<file path="src/rtl/pixel_stream_pkg.sv">
// Shared constants and types for the pixel-stream source and augmentation stages.
package pixel_stream_pkg;

  localparam int unsigned DefaultPixelWidth = 8;
  localparam int unsigned DefaultNumPixels  = 784;

  typedef enum logic [1:0] {
    IDLE,
    STREAM,
    DRAIN
  } src_state_t;

  // Counter width for an index range of n entries; never narrower than one bit.
  function automatic int unsigned cnt_width(input int unsigned n);
    return (n > 1) ? $clog2(n) : 1;
  endfunction

endpackage

</file>
<file path="src/rtl/pixel_stream_source.sv">
// Streams one image from a synchronous-read memory as a valid-qualified pixel
// stream, flagging the last pixel with image_done.
module pixel_stream_source
  import pixel_stream_pkg::*;
#(
  parameter int unsigned PIXEL_WIDTH = DefaultPixelWidth,
  parameter int unsigned NUM_PIXELS  = DefaultNumPixels,
  parameter int unsigned ADDR_WIDTH  = 10,
  parameter int unsigned COUNT_WIDTH = 16
) (
  input  logic                   clk,
  input  logic                   reset,
  input  logic                   start,
  input  logic [ADDR_WIDTH-1:0]  base_addr,
  input  logic                   hold,
  output logic                   mem_rd_en,
  output logic [ADDR_WIDTH-1:0]  mem_addr,
  input  logic [PIXEL_WIDTH-1:0] mem_rd_data,
  output logic [PIXEL_WIDTH-1:0] pixel_out,
  output logic                   pixel_out_valid,
  output logic                   image_done,
  output logic                   busy,
  output logic [COUNT_WIDTH-1:0] image_count
);

  localparam int unsigned CntWidth = cnt_width(NUM_PIXELS);
  localparam logic [CntWidth-1:0] LastIdx = CntWidth'(NUM_PIXELS - 1);

  src_state_t             state_q, state_d;
  logic [ADDR_WIDTH-1:0]  base_q, base_d;
  logic [CntWidth-1:0]    issue_cnt_q, issue_cnt_d;
  logic [CntWidth-1:0]    out_cnt_q, out_cnt_d;
  logic [COUNT_WIDTH-1:0] image_count_q, image_count_d;
  logic                   valid_q;
  logic                   rd_en;
  logic                   last_out;

  always_comb begin
    state_d       = state_q;
    base_d        = base_q;
    issue_cnt_d   = issue_cnt_q;
    image_count_d = image_count_q;
    rd_en         = 1'b0;
    unique case (state_q)
      IDLE: begin
        if (start) begin
          base_d      = base_addr;
          issue_cnt_d = '0;
          state_d     = STREAM;
        end
      end
      STREAM: begin
        if (!hold) begin
          rd_en       = 1'b1;
          issue_cnt_d = issue_cnt_q + 1'b1;
          if (issue_cnt_q == LastIdx) begin
            state_d = DRAIN;
          end
        end
      end
      DRAIN: begin
        // The last read is in flight; it emerges this cycle regardless of hold.
        state_d       = IDLE;
        image_count_d = image_count_q + 1'b1;
      end
      default: state_d = IDLE;
    endcase
  end

  always_comb begin
    last_out  = valid_q && (out_cnt_q == LastIdx);
    out_cnt_d = out_cnt_q;
    if (valid_q) begin
      out_cnt_d = last_out ? '0 : out_cnt_q + 1'b1;
    end
  end

  always_ff @(posedge clk or posedge reset) begin
    if (reset) begin
      state_q       <= IDLE;
      base_q        <= '0;
      issue_cnt_q   <= '0;
      out_cnt_q     <= '0;
      image_count_q <= '0;
      valid_q       <= 1'b0;
    end else begin
      state_q       <= state_d;
      base_q        <= base_d;
      issue_cnt_q   <= issue_cnt_d;
      out_cnt_q     <= out_cnt_d;
      image_count_q <= image_count_d;
      valid_q       <= rd_en;
    end
  end

  // Address wraps silently modulo 2^ADDR_WIDTH.
  assign mem_rd_en       = rd_en;
  assign mem_addr        = rd_en ? (base_q + ADDR_WIDTH'(issue_cnt_q)) : '0;
  assign pixel_out_valid = valid_q;
  assign pixel_out       = valid_q ? mem_rd_data : '0;
  assign image_done      = last_out;
  assign busy            = (state_q != IDLE);
  assign image_count     = image_count_q;

endmodule

</file>
<file path="config.mk">
export PLATFORM = sky130hd
export DESIGN_NAME = pixel_stream_source
export DESIGN_NICKNAME = d
export VERILOG_FILES = /design/src/rtl/pixel_stream_pkg.sv /design/src/rtl/pixel_stream_source.sv
export SDC_FILE = /design/constraint.sdc
export NUM_CORES = 1
export LEC_CHECK = 0
export ABC_AREA = 1
export CAP_MARGIN = 20
export CORE_ASPECT_RATIO = 0.8
export CORE_MARGIN = 1.5
export CORE_UTILIZATION = 35
export DETAILED_ROUTE_END_ITERATION = 10
export SKIP_LAST_GASP = 1
export SLEW_MARGIN = 20
export SYNTH_ARGS = -nofsm -noshare
export SYNTH_HDL_FRONTEND = slang
export SYNTH_SLANG_ARGS = --single-unit
</file>
<file path="constraint.sdc">
create_clock -name clk -period 4 [get_ports clk]
set_input_delay 1.2 -clock clk [delete_from_list [all_inputs] [get_ports clk]]
set_output_delay 1.2 -clock clk [all_outputs]
set_load 0.01 [all_outputs]
</file>
==> results of run 1 <==
kinds of logic after synthesis:
kind of cell             Yosys count
buffers and inverters             74
flip-flops                        49
AO/OA/AOI/OAI                     37
adder cells (fa/ha/maj)           13
XOR/XNOR                          14
AND/OR/NAND/NOR                  218
multiplexers                       1
power by group through the flow:
stage                     Clock, mW  Sequential, mW  Combinational, mW
after CTS                     0.376           0.667              0.593
after global placement            0           0.673              0.583
after detailed placement          0           0.676              0.589
after global routing          0.395           0.680              0.681
final                         0.366           0.666              0.595
after floorplan                   0           0.650              0.401
layout by cell type (no fill, tap or decap), types with 2 or more instances in the layout:
cell type        Yosys  routed
o21ai_1             11      11
inv_1               64      63
ha_1                12      11
inv_2                4       3
nand4_1             12      12
nand2_4              2       2
o21bai_1             2       2
xnor2_1              4       4
nor2_4               4       4
nand2_1            118     118
xor2_1              10      10
a21oi_1             19      19
buf_4                0       5
clkbuf_8             0       5
nor2_1              35      35
nor3_1              10      10
nand2_2              2       2
clkdlybuf4s50_1      0      59
dfrtp_1             49      49
o21ai_0              4       4
and3_1               2       2
nand3_1             23      23
path summary, 6_finish.rpt:
path / start / to / slack (ps)
max: hold / mem_addr[2] / 180
min: image_count[15]$_DFFE_PP0N_ / image_count[15]$_DFFE_PP0N_ / 500
max reg2reg: state_q[1]$_DFFE_PP0P_ / issue_cnt_q[5]$_DFFE_PP0P_ / 2340
min reg2reg: image_count[15]$_DFFE_PP0N_ / image_count[15]$_DFFE_PP0N_ / 500
max in group asynchronous: reset / base_q[1]$_DFFE_PP0P_ / 2120
min in group asynchronous: reset / image_count[14]$_DFFE_PP0N_ / 1340
timing repair:
item	CTS	global route
hold buffers	0	0
resized for setup	0	2
buffers inserted	0	1
setup endpoints to repair	0	2
endpoints found under the hold margin	0	0
layout make-up:
type,count,area (µm²),area share (%)
timing repair buffer,64,628,16.2
multi-input combinational,283,1500,38.8
inverter,68,259,6.69
clock buffer,5,68.8,1.78
clock inverter,3,46.3,1.20
sequential,49,1230,31.7
tap,112,140,3.62
worst reg2reg max path: cells and delay by family, from the launching register on:
family                 cells  cell delay, ps
AO/OA/AOI/OAI              2             190
buffers and inverters      1             240
flip-flops                 1             440
AND/OR/NAND/NOR            4             700
layer usage:
metal	wire, µm	GRT usage, %	vias up
li1	-	-	1406
met1	3530	22.4	1220
met2	2700	23.1	74
met3	372	2.96	4
met4	55	3.52	0
met5	0	0	-
registers in the layout, indices dropped and copies added (netlist names):
| signal | cells |
|---|---|
| out_cnt_q | 10 |
| base_q | 10 |
| issue_cnt_q | 10 |
| image_count | 16 |
| state_q | 2 |
| pixel_out_valid | 1 |
through the flow:
| step | hold slack [ps] | setup WS (ps) |
|---|---|---|
| floorplan | 455 | 977 |
| finish | 501 | 178 |
| global placement | 470 | 175 |
| detailed placement | 477 | 142 |
| CTS | 504 | 137 |
| global route | 522 | -5.25 |
==> impl_metrics.tcl, run 1 <==
set metrics [dict create \
    critPathTopFamily "buffers and inverters" \
    crit_type "input pin to output pin" \
    synthFlopType "dfrtp_1" \
    synth_edf_count 0 \
    async_flop_share_pct 100 \
    grt_pass1_vias 2452 \
    synth_top_area_share_pct 40.6 \
    num_io_pins 60 \
    p_int_mw 1.03 \
    synth.most_common_cell "nand2_1" \
    cpPeakStageDelay_ps 550 \
    antenna_cells 0 \
    cpMostUsedCell "clkdlybuf4s50_1" \
    die_h_um 86.1 \
    worst-path-stages 7 \
    hold_path_depth 2 \
    numPortBuffers 59 \
    arrival_ps 2620 \
    final.setup.tns_ps 0 \
    synth_simple_gate_area_share_pct 33.1 \
    placedCellCount 575 \
    antenna_left 0 \
    ys_top_cells_by_count "nand2_1, inv_1, dfrtp_1" \
    p_sw_uw 596 \
    fin_crit_sh_pct 95.5 \
    wl_mm 6.66 \
    routedWlPerCell_um 11.4 \
    switching_share_pct 36.6 \
    clock_path_buffers 2 \
    fp.dieW_um 107 \
    yosysTopAreaCell "dfrtp_1" \
    clk_latency_ps 310 \
    cap_violations 0 \
    dp_hpwl_mm 5.14 \
    final.min_clock_period_ps 3820 \
    drive_gt1_share_pct 6.99 \
    finalNonFillerCells 584 \
    p_per_area_mw_per_mm2 421 \
    final_util_pct 45.8 \
    routabilityCongestion 0.847 \
    hold_path.class "flop to flop" \
    clkPwrFrac_pct 22.5 \
    tightest_slew_ps 865 \
    grt_pass1_wl_mm 11.3 \
    coreArea_mm2 0.00845 \
    ys_warn_count 0 \
    power_mw 1.63 \
    drt_pass1_iterations 4 \
    antenna_found_initial 0 \
    synthAdderAreaFrac_pct 5.63 \
    drt_iter0_drc 121 \
    syn_inst 406 \
    synth_top_family_by_area "simple AND/OR/NAND/NOR gates" \
    placed_cell_area_mm2 0.00374 \
    power_frac_seq_pct 40.9 \
    clkTransAtPathRegs_ps 90 \
    end_kind "output pin" \
    via_count 2704 \
    globalRouteOverflowTotal 0 \
    clock-sinks 49 \
    synth-compound-area-share_pct 6.38 \
    root_buffer "clkbuf_8" \
    syn_avg_cell_area_um2 7.44 \
    worstPathMaxFanout 10 \
    reg2regPathDepth 7 \
    max_clock_freq_mhz 262 \
    slew_viol_final 0 \
    clock_skew_ps 11.4 \
    synth_cell_types 35 \
    cts_max_level 2 \
    path_buf_inv 4 \
    peakVddDrop_mv 0.165 \
    cts_tree "done" \
    p_comb_share_pct 36.6 \
    grt_max_degree 50 \
    drc 0 \
    synth-seq-cells 49 \
    synthXorXnorAreaFrac_pct 4.06 \
    area_growth_syn_to_layout_pct 28.1 \
    setup_viol 0 \
    grt_usage_pct 15.2 \
    cp-start-kind "input pin" \
    crit_required_ps 2800 \
    num_rows 30 \
    worstPathCellList "clkdlybuf4s50_1, inv_1, nand2_2, inv_4, o21ai_1, a21oi_1, clkdlybuf4s50_1" \
    synth_mux_area_share_pct 0.373 \
    finalInstanceArea_mm2 0.00387 \
    status "finished, final reports clean" \
    nNetsFinal 506 \
    relSlewSlack_pct 42.3 \
    p_leak_nw 1.98 \
    fillCellCount 860 \
    synth.area.top_cells "dfrtp_1, nand2_1, inv_1" \
    floorplan.initialDensity_pct 35.8 \
    post_drt_via_cell_ratio 4.63 \
    hold_viol 0 \
    slowest_stage "clkdlybuf4s50_1" \
    yosysSeqAreaShare_pct 40.6 \
    numCtsBuffers 5 \
    synthesis.nets 441 \
    syn_area_mm2 0.00302 \
    die_area_mm2 0.00920 \
]
Note: power is estimated with default switching activity, not from simulation.
==> run 2: changes to the inputs <==
CELL_PAD_IN_SITES_DETAIL_PLACEMENT = 2   (was default)
CELL_PAD_IN_SITES_GLOBAL_PLACEMENT = 2   (was default)
CORE_UTILIZATION = 31   (was 35)
CTS_CLUSTER_DIAMETER = 60   (was default)
PLACE_DENSITY_LB_ADDON = 0.1   (was default)
==> impl_metrics.tcl, run 2 (synthesis results as in run 1) <==
set metrics [dict create \
    finalNonFillerCells 592 \
    worstPathMaxFanout 10 \
    slowest_stage "clkdlybuf4s50_1" \
    hold_viol 0 \
    p_sw_uw 686 \
    arrival_ps 2640 \
    antenna_left 0 \
    multi_input_area_mm2 0.00150 \
    post_drt_via_cell_ratio 4.89 \
    tightest_slew_ps 578 \
    root_buffer "clkbuf_16" \
    r2r-end "issue_cnt_q[5]$_DFFE_PP0P_" \
    placedCellCount 584 \
    p_per_area_mw_per_mm2 465 \
    placed_cell_area_mm2 0.00376 \
    cts_hold_buf 0 \
    critPathLaunch "hold" \
    clkTransAtPathRegs_ps 70 \
    coreArea_mm2 0.00957 \
    finalInstanceArea_mm2 0.00395 \
    grt_pass1_vias 3207 \
    cp-start-kind "input pin" \
    final_util_pct 41.2 \
    num_io_pins 60 \
    globalRouteOverflowTotal 0 \
    cts_max_level 2 \
    slew_viol_final 0 \
    antenna_cells 0 \
    status "finished, final reports clean" \
    fin_crit_sh_pct 96.1 \
    rr_startpoint "state_q[0]$_DFFE_PP0P_" \
    grt_usage_pct 20.3 \
    cts_tree "done" \
    power_frac_seq_pct 37.0 \
    largest_reg_flops 16 \
    die_area_mm2 0.0103 \
    routabilityCongestion 0.840 \
    dp_hpwl_mm 7.43 \
    reg2regPathDepth 8 \
    switching_share_pct 37.4 \
    peakVddDrop_mv 0.178 \
    clock_path_buffers 2 \
    p_leak_nw 2.02 \
    layout_common_cells "nand2_1, inv_1, clkdlybuf4s50_1" \
    crit_type "input pin to output pin" \
    numPortBuffers 59 \
    routedWlPerCell_um 16.3 \
    antenna_found_initial 0 \
    drc 0 \
    fp.dieW_um 113 \
    nNetsFinal 507 \
    clock_skew_ps 5.96 \
    cpPeakStageDelay_ps 550 \
    cap_violations 0 \
    ff_latch_area_mm2 0.00123 \
    cpMostUsedCell "clkdlybuf4s50_1" \
    setup_viol 0 \
    area_growth_syn_to_layout_pct 30.6 \
    drt_pass1_iterations 4 \
    grt_pass1_wl_mm 16.3 \
    end_kind "output pin" \
    floorplan.initialDensity_pct 31.6 \
    clock-sinks 49 \
    p_comb_share_pct 34.6 \
    relSlewSlack_pct 61.4 \
    hold_path.class "flop to flop" \
    final.setup.tns_ps 0 \
    final_common_cell "nand2_1" \
    final.min_clock_period_ps 3840 \
    rsz0062_at_grt "false" \
    via_count 2897 \
    ff2ff_setup_slack_ps 2420 \
    drive_gt1_share_pct 7.40 \
    num_rows 32 \
    wl_mm 9.62 \
    clk_latency_ps 300 \
    cp-endpoint "mem_addr[3]" \
    clkPwrFrac_pct 28.4 \
    worstPathCellList "clkdlybuf4s50_1, inv_1, nand2_2, inv_4, o21ai_1, a21oi_1, clkdlybuf4s50_1" \
    max_clock_freq_mhz 260 \
    die_h_um 91.3 \
    numCtsBuffers 5 \
    crit_required_ps 2800 \
    fillCellCount 1115 \
    grt_max_degree 26 \
    p_int_mw 1.15 \
    drt_iter0_drc 71 \
]
[run 2: cell types whose count changed in the layout (fill, tap and decap cells not counted), sizes merged]
cell	change
clkinv	-1
inv	+2
buf	+1
clkinvlp	-1
[run 2: worst max-delay path, delay by kind of cell]
family          cells  cell delay, ps
simple gates        1              70
compound gates      2             200
buf+inv             4            1160
[run 2: worst min path at each step]
| stage | start | to | cells after the start |
|---|---|---|---|
| 2_1_floorplan | base_q[0]$_DFFE_PP0P_ | base_q[0]$_DFFE_PP0P_ | 2 |
| 3_3_place_gp | image_count[15]$_DFFE_PP0N_ | image_count[15]$_DFFE_PP0N_ | 2 |
| 3_5_place_dp | base_q[7]$_DFFE_PP0P_ | base_q[7]$_DFFE_PP0P_ | 2 |
| 4_1_cts | base_q[2]$_DFFE_PP0P_ | base_q[2]$_DFFE_PP0P_ | 2 |
| 5_1_grt | base_q[2]$_DFFE_PP0P_ | base_q[2]$_DFFE_PP0P_ | 2 |
| 6_report | base_q[2]$_DFFE_PP0P_ | base_q[2]$_DFFE_PP0P_ | 2 |
[run 2: repair_timing]
| item | CTS | global route |
|---|---|---|
| buffers inserted | 0 | 0 |
| endpoints found under the setup margin | 0 | 3 |
| resized for setup | 0 | 3 |
[run 2: layout make-up]
class,count,area share [%]
Clock inverter,3,1.27
Tap cell,119,3.77
Inverter,68,6.53
Clock buffer,5,3.17
Sequential cell,49,31.1
Timing Repair Buffer,65,16.1
Multi-Input combinational cell,283,38.0
[run 2: metal layers]
metal / wire [µm] / up-vias / GRT usage, %
met1: 4650 / 1456 / 27.7
li1: - / 1406 / -
met3: 160 / 7 / 3.07
met4: 100 / 0 / 5.00
met2: 4710 / 28 / 33.8
met5: 0 / - / 0
[run 2: power groups by stage]
stage | Sequential [mW] | Clock (mW) | Combinational [mW]
4_1_cts | 0.681 | 0.535 | 0.644
3_3_place_gp | 0.683 | 0 | 0.610
5_1_grt | 0.694 | 0.555 | 0.716
3_5_place_dp | 0.688 | 0 | 0.632
2_1_floorplan | 0.650 | 0 | 0.401
6_report | 0.678 | 0.522 | 0.635
[run 2: per-stage QoR]
step | setup WS (ps) | hold WS, ps | power [mW]
floorplan | 977 | 455 | 1.05
global placement | 113 | 478 | 1.29
detailed placement | 75.0 | 484 | 1.32
CTS | 70.8 | 503 | 1.86
global route | 48.8 | 524 | 1.96
finish | 157 | 495 | 1.83
==> run 3: changes to the inputs <==
SLEW_MARGIN = default   (was 20)
==> results of run 3 <==
Same layout as run 2: the final DEF is identical, and so are final timing and power.
